### config.mk
export PLATFORM = sky130hd
export DESIGN_NAME = spi_burst_reader
export DESIGN_NICKNAME = d
export VERILOG_FILES = /design/src/rtl/spi_sb_pkg.sv /design/src/rtl/sb_bus_txn.sv /design/src/rtl/spi_burst_reader.sv
export SDC_FILE = /design/constraint.sdc
export NUM_CORES = 1
export LEC_CHECK = 0
export CORE_MARGIN = 1.5
export CORE_UTILIZATION = 40
export CTS_BUF_LIST = sky130_fd_sc_hd__clkbuf_4
export DETAILED_ROUTE_END_ITERATION = 16
export HOLD_SLACK_MARGIN = 0.03
export SYNTH_ARGS = -nofsm -noshare
export SYNTH_HDL_FRONTEND = slang
export SYNTH_SLANG_ARGS = --single-unit
### constraint.sdc
create_clock -name clk -period 3 [get_ports clk]
set_clock_uncertainty 0.15 [all_clocks]
set_input_delay 0.3 -clock clk [delete_from_list [all_inputs] [get_ports clk]]
set_output_delay 0.3 -clock clk [all_outputs]
set_load 0.005 [all_outputs]
### src/rtl/spi_sb_pkg.sv
// Shared definitions for the iCE40 SB_SPI system-bus burst reader:
// register map, status bits, chip-select values and FSM state encodings.
package spi_sb_pkg;

  localparam logic [7:0] SPIIRQ  = 8'h06;
  localparam logic [7:0] SPICR2  = 8'h0A;
  localparam logic [7:0] SPISR   = 8'h0C;
  localparam logic [7:0] SPITXDR = 8'h0D;
  localparam logic [7:0] SPIRXDR = 8'h0E;
  localparam logic [7:0] SPICSR  = 8'h0F;

  localparam int SPISR_TRDY = 4;
  localparam int SPISR_RRDY = 3;

  localparam logic [7:0] CS_ASSERT  = 8'hFE;
  localparam logic [7:0] CS_RELEASE = 8'hFF;

  typedef enum logic [3:0] {
    S_IDLE,
    S_REQ,
    S_CS_ON,
    S_TX,
    S_POLL,
    S_RX,
    S_CS_OFF,
    S_RELEASE,
    S_DONE,
    S_ABORT,
    S_ERR
  } rd_state_t;

  typedef enum logic [1:0] {
    T_IDLE,
    T_STB,
    T_ACKLO
  } txn_state_t;

endpackage

### src/rtl/sb_bus_txn.sv
// Single-transaction SB_SPI system-bus master: strobe until ack, then wait
// for ack to fall, with a per-phase timeout.
module sb_bus_txn
  import spi_sb_pkg::*;
#(
  parameter int TIMEOUT_CYCLES = 4096
) (
  input  logic       clk,
  input  logic       reset,
  input  logic       req,
  input  logic       wr,
  input  logic [7:0] adr,
  input  logic [7:0] wdat,
  output logic [7:0] rdat,
  output logic       done,
  output logic       timeout,
  output logic       sb_wr,
  output logic       sb_stb,
  output logic [7:0] sb_adr,
  output logic [7:0] sb_dat_o,
  input  logic [7:0] sb_dat_i,
  input  logic       sb_ack
);

  localparam int CNT_W = $clog2(TIMEOUT_CYCLES + 1);

  txn_state_t       state;
  txn_state_t       state_nxt;
  logic [CNT_W-1:0] wait_cnt;
  logic             wait_expired;

  assign wait_expired = (wait_cnt == CNT_W'(TIMEOUT_CYCLES - 1));

  always_comb begin
    state_nxt = state;
    done      = 1'b0;
    timeout   = 1'b0;
    case (state)
      T_IDLE: begin
        if (req) state_nxt = T_STB;
      end
      T_STB: begin
        if (sb_ack) begin
          state_nxt = T_ACKLO;
        end else if (wait_expired) begin
          state_nxt = T_IDLE;
          timeout   = 1'b1;
        end
      end
      T_ACKLO: begin
        if (!sb_ack) begin
          state_nxt = T_IDLE;
          done      = 1'b1;
        end else if (wait_expired) begin
          state_nxt = T_IDLE;
          timeout   = 1'b1;
        end
      end
      default: state_nxt = T_IDLE;
    endcase
  end

  always_ff @(posedge clk) begin
    if (reset) begin
      state    <= T_IDLE;
      wait_cnt <= '0;
      sb_stb   <= 1'b0;
      sb_wr    <= 1'b0;
      sb_adr   <= 8'h00;
      sb_dat_o <= 8'h00;
    end else begin
      state <= state_nxt;
      // Each wait phase gets a fresh budget on entry.
      if (state_nxt != state)
        wait_cnt <= '0;
      else if (!wait_expired)
        wait_cnt <= wait_cnt + 1'b1;

      if (state == T_IDLE && req) begin
        sb_stb   <= 1'b1;
        sb_wr    <= wr;
        sb_adr   <= adr;
        sb_dat_o <= wdat;
      end else if (state == T_STB && state_nxt != T_STB) begin
        sb_stb   <= 1'b0;
        sb_wr    <= 1'b0;
        sb_adr   <= 8'h00;
        sb_dat_o <= 8'h00;
      end
    end
  end

  // Read data is captured in the ack cycle; it is data, so no reset.
  always_ff @(posedge clk) begin
    if (state == T_STB && sb_ack)
      rdat <= sb_dat_i;
  end

endmodule

### src/rtl/spi_burst_reader.sv
// SPI burst-read engine: handshakes with the peer, asserts CS, clocks out
// burst_len dummy bytes through SB_SPI and stores each received byte.
module spi_burst_reader
  import spi_sb_pkg::*;
#(
  parameter int         MAX_BYTES      = 35,
  parameter logic [7:0] TX_BYTE        = 8'h81,
  parameter int         TIMEOUT_CYCLES = 4096,
  parameter int         LEN_W          = $clog2(MAX_BYTES + 1),
  parameter int         ADDR_W         = $clog2(MAX_BYTES)
) (
  input  logic              clk,
  input  logic              reset,
  input  logic              start,
  input  logic [LEN_W-1:0]  burst_len,
  output logic              busy,
  output logic              done,
  output logic              error,
  output logic [LEN_W-1:0]  byte_count,
  output logic              readssr_req,
  input  logic              readssr_ack,
  output logic              sb_wr,
  output logic              sb_stb,
  output logic [7:0]        sb_adr,
  output logic [7:0]        sb_dat_o,
  input  logic [7:0]        sb_dat_i,
  input  logic              sb_ack,
  input  logic [ADDR_W-1:0] buf_raddr,
  output logic [7:0]        buf_rdata
);

  localparam int CNT_W = $clog2(TIMEOUT_CYCLES + 1);

  rd_state_t        state;
  rd_state_t        state_nxt;
  logic [LEN_W-1:0] len_q;
  logic             bad_len_q;
  logic [CNT_W-1:0] wait_cnt;
  logic             wait_expired;
  logic             start_valid;

  logic             txn_req;
  logic             txn_wr;
  logic [7:0]       txn_adr;
  logic [7:0]       txn_wdat;
  logic [7:0]       txn_rdat;
  logic             txn_done;
  logic             txn_timeout;

  logic [7:0]       mem [MAX_BYTES];
  logic [7:0]       rdata_p1;

  assign start_valid  = start && (burst_len != '0) && (burst_len <= LEN_W'(MAX_BYTES));
  assign wait_expired = (wait_cnt >= CNT_W'(TIMEOUT_CYCLES - 1));

  assign busy        = (state != S_IDLE);
  assign done        = (state == S_DONE);
  assign error       = bad_len_q || (state == S_ERR);
  assign readssr_req = state inside {S_REQ, S_CS_ON, S_TX, S_POLL, S_RX, S_CS_OFF, S_ABORT};

  always_comb begin
    state_nxt = state;
    txn_req   = 1'b0;
    txn_wr    = 1'b0;
    txn_adr   = 8'h00;
    txn_wdat  = 8'h00;
    case (state)
      S_IDLE: begin
        if (start_valid) state_nxt = S_REQ;
      end
      S_REQ: begin
        if (readssr_ack)       state_nxt = S_CS_ON;
        else if (wait_expired) state_nxt = S_ABORT;
      end
      S_CS_ON: begin
        txn_req  = 1'b1;
        txn_wr   = 1'b1;
        txn_adr  = SPICSR;
        txn_wdat = CS_ASSERT;
        if (txn_timeout)   state_nxt = S_ABORT;
        else if (txn_done) state_nxt = S_TX;
      end
      S_TX: begin
        txn_req  = 1'b1;
        txn_wr   = 1'b1;
        txn_adr  = SPITXDR;
        txn_wdat = TX_BYTE;
        if (txn_timeout)   state_nxt = S_ABORT;
        else if (txn_done) state_nxt = S_POLL;
      end
      S_POLL: begin
        txn_req = 1'b1;
        txn_adr = SPISR;
        // The poll budget spans all status reads, checked between reads.
        if (txn_timeout) begin
          state_nxt = S_ABORT;
        end else if (txn_done) begin
          if (txn_rdat[SPISR_RRDY]) state_nxt = S_RX;
          else if (wait_expired)    state_nxt = S_ABORT;
        end
      end
      S_RX: begin
        txn_req = 1'b1;
        txn_adr = SPIRXDR;
        if (txn_timeout)                        state_nxt = S_ABORT;
        else if (txn_done && (byte_count + 1'b1 < len_q)) state_nxt = S_TX;
        else if (txn_done)                      state_nxt = S_CS_OFF;
      end
      S_CS_OFF: begin
        txn_req  = 1'b1;
        txn_wr   = 1'b1;
        txn_adr  = SPICSR;
        txn_wdat = CS_RELEASE;
        if (txn_timeout)   state_nxt = S_ABORT;
        else if (txn_done) state_nxt = S_RELEASE;
      end
      S_RELEASE: begin
        // CS is already released here, so a stuck peer goes straight to error.
        if (!readssr_ack)      state_nxt = S_DONE;
        else if (wait_expired) state_nxt = S_ERR;
      end
      S_DONE: state_nxt = S_IDLE;
      S_ABORT: begin
        txn_req  = 1'b1;
        txn_wr   = 1'b1;
        txn_adr  = SPICSR;
        txn_wdat = CS_RELEASE;
        if (txn_done || txn_timeout) state_nxt = S_ERR;
      end
      S_ERR:   state_nxt = S_IDLE;
      default: state_nxt = S_IDLE;
    endcase
  end

  always_ff @(posedge clk) begin
    if (reset) begin
      state      <= S_IDLE;
      bad_len_q  <= 1'b0;
      wait_cnt   <= '0;
      len_q      <= '0;
      byte_count <= '0;
    end else begin
      state     <= state_nxt;
      bad_len_q <= (state == S_IDLE) && start && !start_valid;
      if (state_nxt != state)
        wait_cnt <= '0;
      else if (!wait_expired)
        wait_cnt <= wait_cnt + 1'b1;

      if (state == S_IDLE && start_valid) begin
        len_q      <= burst_len;
        byte_count <= '0;
      end else if (state == S_RX && txn_done) begin
        byte_count <= byte_count + 1'b1;
      end
    end
  end

  sb_bus_txn #(
    .TIMEOUT_CYCLES(TIMEOUT_CYCLES)
  ) u_txn (
    .clk      (clk),
    .reset    (reset),
    .req      (txn_req),
    .wr       (txn_wr),
    .adr      (txn_adr),
    .wdat     (txn_wdat),
    .rdat     (txn_rdat),
    .done     (txn_done),
    .timeout  (txn_timeout),
    .sb_wr    (sb_wr),
    .sb_stb   (sb_stb),
    .sb_adr   (sb_adr),
    .sb_dat_o (sb_dat_o),
    .sb_dat_i (sb_dat_i),
    .sb_ack   (sb_ack)
  );

  // Buffer write stage: one byte per completed SPIRXDR read
  always_ff @(posedge clk) begin
    if (state == S_RX && txn_done)
      mem[byte_count[ADDR_W-1:0]] <= txn_rdat;
  end

  // Buffer read stage p1: registered, old data on same-cycle write
  always_ff @(posedge clk) begin
    rdata_p1 <= mem[buf_raddr];
  end

  assign buf_rdata = rdata_p1;

endmodule

Word level (Yosys, flattened, before mapping)

Memory sizes are Yosys's and may differ from the RTL's. A register that Yosys moved wholly into a read port is not among the register bits.
Cells that the tools add are included.

Muxes and demuxes: 42
Reductions and logical operators: 26
Eq/ne operators: 16
Order comparisons: 3
$add $sub $neg: 3

Operators by type and width:

| cell                                                                                  | number |
|---|---|
| 4-bit 2-to-1 mux                                                                      | 18 |
| 4-bit case mux with 9 select lines                                                    | 1 |
| 13-bit by 1-bit adder with 13-bit output, second input constant                       | 2 |
| 8-bit 2-to-1 mux                                                                      | 3 |
| 8-bit case mux with 3 select lines                                                    | 1 |
| 4-bit by 3-bit == test with 1-bit output, second input constant                       | 4 |
| 4-bit case mux with 4 select lines                                                    | 1 |
| 13-bit by 12-bit == test with 1-bit output, second input constant                     | 1 |
| 13-bit by 12-bit greater-or-equal comparator with 1-bit output, second input constant | 1 |
| 4-bit == test, second input constant                                                  | 3 |
| 1-bit 2-to-1 mux                                                                      | 12 |
| 1-bit logical AND                                                                     | 10 |
| 4-bit by 2-bit == test with 1-bit output, second input constant                       | 2 |
| 2-bit 2-to-1 mux                                                                      | 4 |
| 2-bit OR reduction                                                                    | 4 |
| 7-bit nonzero test                                                                    | 1 |
| 6-bit by 1-bit adder with 6-bit output, second input constant                         | 1 |
| 6-bit less-or-equal comparator, second input constant                                 | 1 |
| 6-bit less-than comparator                                                            | 1 |
| 2-bit case mux with 3 select lines                                                    | 1 |
| 6-bit nonzero test                                                                    | 1 |
| 6-bit OR reduction                                                                    | 1 |
| 4-bit by 1-bit == test with 1-bit output, second input constant                       | 1 |
| 4-bit logical NOT                                                                     | 1 |
| 13 further kinds                                                                      | 14 |

Flip-flop bits (word level): 71
Output and inout bits: 36
Bits of input ports: 25
Memories: 1
Bits in writable memories: 280
Word-level logic and storage cells: 103

Memories:

| memory | depth | width | read ports | clocked after Yosys merged registers in | wr ports | line                   | text |
|---|---|---|---|---|---|---|---|
| mem    | 35    | 8     | 1          | 1                                       | 1        | spi_burst_reader.sv:50 | `logic [7:0] mem [MAX_BYTES];` |

Depth between registers and ports, before layout

Depth after elaboration: 9
Depth in mapped cells: 12
Depth with buffers taken out: 11

Hierarchy

A second synthesis with hierarchy kept.

Cells, all modules: 936
Area, all modules: 14963.1 µm²

By module, submodules not included:

| module           | instances | sequential area each (µm²) | cells each | area an instance (µm²) |
|---|---|---|---|---|
| spi_burst_reader | 1         | 9168.8                     | 747        | 13090.1 |
| sb_bus_txn       | 1         | 900.9                      | 189        | 1873.0 |

Worst setup path before layout

Ideal clock, no wire load.

Path type: register to register
Start point: reg byte_count[0]
End point: reg wait_cnt[7]
Arrival: 2.456 ns
Period minus slack after synthesis: 2.721 ns
Path buffers: 1
Stages on the path, launching flop included: 13
Library setup time: 0.115 ns
Path slack: 0.279 ns
Required time: 2.735 ns
Cells stage by stage: dfxtp_1 > ha_1 > nand3_1 > xnor2_1 > ha_1 > a21o_1 > a211oi_1 > o21ai_0 > a21o_1 > o2111a_1 > o2111ai_2 > buf_4 > nor2_1

Longest elaborated chain between the ends: 8

Ends and longest elaborated chain:

| what                                   | line                    | text |
|---|---|---|
| from (decl)                            | spi_burst_reader.sv:19  | `output logic [LEN_W-1:0] byte_count,` |
| from (signal assigned)                 | spi_burst_reader.sv:154 | `byte_count <= byte_count + 1'b1;` |
| 6-bit by 1-bit adder with 6-bit output | spi_burst_reader.sv:106 | `else if (txn_done && (byte_count + 1'b1 < len_q)) state_nxt = S_TX;` |
| 6-bit less-than comparator             | spi_burst_reader.sv:106 |  |
| 1-bit logical AND                      | spi_burst_reader.sv:106 |  |
| 4-bit 2-to-1 mux                       | spi_burst_reader.sv:106 |  |
| 4-bit 2-to-1 mux                       | spi_burst_reader.sv:105 | `if (txn_timeout) state_nxt = S_ABORT;` |
| 4-bit case mux with 9 select lines     | spi_burst_reader.sv:67  | `case (state)` |
| 4-bit != test                          | spi_burst_reader.sv:145 | `if (state_nxt != state)` |
| 2-bit OR reduction (no source line)    | -                       |  |
| to (signal assigned)                   | spi_burst_reader.sv:148 | `wait_cnt <= wait_cnt + 1'b1;` |
| to (decl)                              | spi_burst_reader.sv:38  | `logic [CNT_W-1:0] wait_cnt;` |

Every way passes these cells.
A chain may end at the register's enable or synchronous reset.

Worst setup path after layout

Start point: reg byte_count[0]
End point: reg wait_cnt[8]

The elaborated chain is that of the path after synthesis.

==> metrics.txt <==
Hold WC Path Type input port to flop; register area share after synthesis 68.4%; main flop type after synthesis edfxtp_1; clock-pin transition on the worst setup and hold timing paths 60 ps; most frequent cells in the layout edfxtp_1, clkbuf_4, nor2_1; PwrDens 569 mW/mm²; synthesized instance count 888; H-tree lvl count 3; WL final 31.1 mm; Cell Area, Synth 0.0144 mm²; max cap viols 0; Ys Warns 0; Hold Vio Cnt, Final 0; Max Fclk 364 MHz; ANT nets after route 0; maximum vdd ir drop 0.256 mV; GRT overflow 0; clk buf depth 3; Required @ worst endpoint 3440 ps; crit-path max FO 13; Post-Place Cells 1423; DRC Markers 0; worst hold stages 3; die area 0.0372 mm²; Synth area leader edfxtp_1; number of global-route vias before repair 8512; Hold Crit Start burst_len[2]; CTS tree yes; Max Slew Vio Count 0; CTS Buf Count 91; syn avg cell area 16.2 µm²; DR vias 8228; final hold slack 111 ps; post-route setup TNS 0 ps; delay of the slowest critical-path stage 330 ps; Least-Margin Pin Slew 568 ps; post-layout util 48.0%; Slew headroom 62.0%; Clock Latency Late Sink 720 ps; final setup violation count 0; antenna violations before repair 1; synthesized flop and latch total 349; largest net degree at the start of global routing 41; Cell Chain, Critical Path ha_1 -> nand3_1 -> xnor2_1 -> ha_1 -> a21o_1 -> a211oi_1 -> o21ai_0 -> a21o_1 -> o2111a_1 -> o2111ai_2 -> buf_4 -> nor2_1; r2r setup slk 250 ps; crit path DAT 3180 ps; Avg WL per Cell 19.5 µm; All-Layer GR Usage 17.4%; area fraction of the dominant cell type after synthesis 59.9%; drt via density 5.17; period utilisation layout 91.5%; buffers added on ports 56; Worst R2R Path Depth 12; Iter 0 DRT Violations 559; drt first pass iters 5; EDFF count, synth 288; io pins 61; fin nets 1101; async set or reset register ratio after synthesis 0%; Hold Path End len_q[2]; share of post-route cells with drive strength above 1 27.5%; Cell Count, Final, Fillers Out 1592; GP Congestion 0.853; slowest CP cell dfxtp_1; Site Rows 69; Crit. End Element flop; Synth cell types 67; Fill cells 3134; top cells by area, synth edfxtp_1, mux4_2, dfxtp_1; Core ar. 0.0356 mm²; Static Leakage 5.82 nW; Die H 193 µm; starting density of the core 40.6%; RR Endpoint wait_cnt[8]; postcts setup bufs 0; Root Buffer clkbuf_4; Setup CP Type flop to flop; reg2reg start byte_count[0]; synthesis-to-finish area growth 18.3%; die width 193 µm; Tot Pwr 9.71 mW; run status finished, final reports clean; startpoint types flop; RSZ-0062 raised after global routing no; leading cell type in the layout, fill and taps excluded edfxtp_1; first-pass GRT wire length 48.1 mm; Sink Count 349; hpwl dp 19.3 mm; Tmin final 2750 ps
final cells by class:
class	instances	area, µm²	share of cell area [%]
Tap cell	461	577	3.38
Timing Repair Buffer	133	1210	7.08
Multi-Input combinational cell	467	4220	24.7
Clock inverter	25	106	0.623
Inverter	22	86.3	0.506
Clock buffer	134	1010	5.89
Antenna cell	1	2.50	0.0147
Sequential cell	349	9870	57.8
through the flow:
step / instance area, µm² / setup WS, ps
2_1_floorplan: 14400 / 279
3_5_place_dp: 15900 / 267
6_report: 17100 / 255
3_3_place_gp: 15900 / 333
4_1_cts: 17100 / 16.2
5_1_grt: 17100 / 86.0
timing repair:
| item | in CTS | in global routing |
|---|---|---|
| endpoints found under the setup margin | 0 | 1 |
| endpoints found under the hold margin | 9 | 0 |
| gates resized for setup | 0 | 3 |
| hold buffers | 9 | 0 |
registers in the layout (all words and copies together), names as in the netlist, 2 cells and up:
signal,cells
mem,280
u_txn.wait_cnt,13
wait_cnt,13
buf_rdata,8
u_txn.rdat,8
byte_count,6
len_q,6
state,4
u_txn.sb_adr,3
u_txn.sb_dat_o,3
u_txn.state,2
critical path, delay by kind of cell (launching register included):
family,cells,cell delay [ps]
xor+xnor,1,150
flops,1,330
simple gates,2,180
compound gates,6,1100
fa+ha+maj,2,520
buf+inv,1,210
how the worst max path moves through the flow:
stage	slack, ps	depth (start not counted)	end	startpoint
after detailed placement	270	12	wait_cnt[3]	byte_count[0]
final	250	12	wait_cnt[8]	byte_count[0]
after global placement	330	7	mem[8][4]	sb_ack
after CTS	20	5	readssr_req	state[1]
after floorplan	280	12	wait_cnt[7]	byte_count[0]
after global routing	90	12	wait_cnt[1]	byte_count[0]
power breakdown:
group / switching [mW] / internal, mW
Clock: 1.85 / 2.04
Combinational: 0.276 / 0.280
Sequential: 0.0267 / 5.23
synth_stat cells (all sizes together), types with 3 or more instances:
library cell	n
a211oi	3
ha	12
mux2i	25
o2bb2ai	3
clkbuf	18
buf	35
nand3b	4
and3	3
nor3	9
xor2	18
nand3	21
nor3b	3
nand2b	12
nand4	9
nor2b	8
a22oi	4
o21a	3
dfxtp	61
o2111ai	3
edfxtp	288
o31ai	3
nand2	48
a21oi	16
nor2	93
a21o	4
inv	22
nor4	5
mux4	80
a31oi	5
xnor2	10
o21ai	31
layer usage:
metal	share of wire (%)	vias to the layer above	track usage [%]	wire [µm]
met5	0	-	0	0
met4	2.1	0	6.15	667
met3	5.7	65	4.33	1760
met2	49	236	28.0	15200
met1	43	4087	23.1	13400
li1	-	3840	-	-
kinds of logic after synthesis:
group	Yosys count	share of synthesized area, %
XOR/XNOR	28	1.70
buffers and inverters	75	2.46
multiplexers	105	14.2
adder cells (fa/ha/maj)	12	1.04
flip-flops	349	68.4
AO/OA/AOI/OAI	93	4.38
AND/OR/NAND/NOR	225	7.77
other	1	0.0260
No activity file was read; power rests on OpenSTA's default activity.
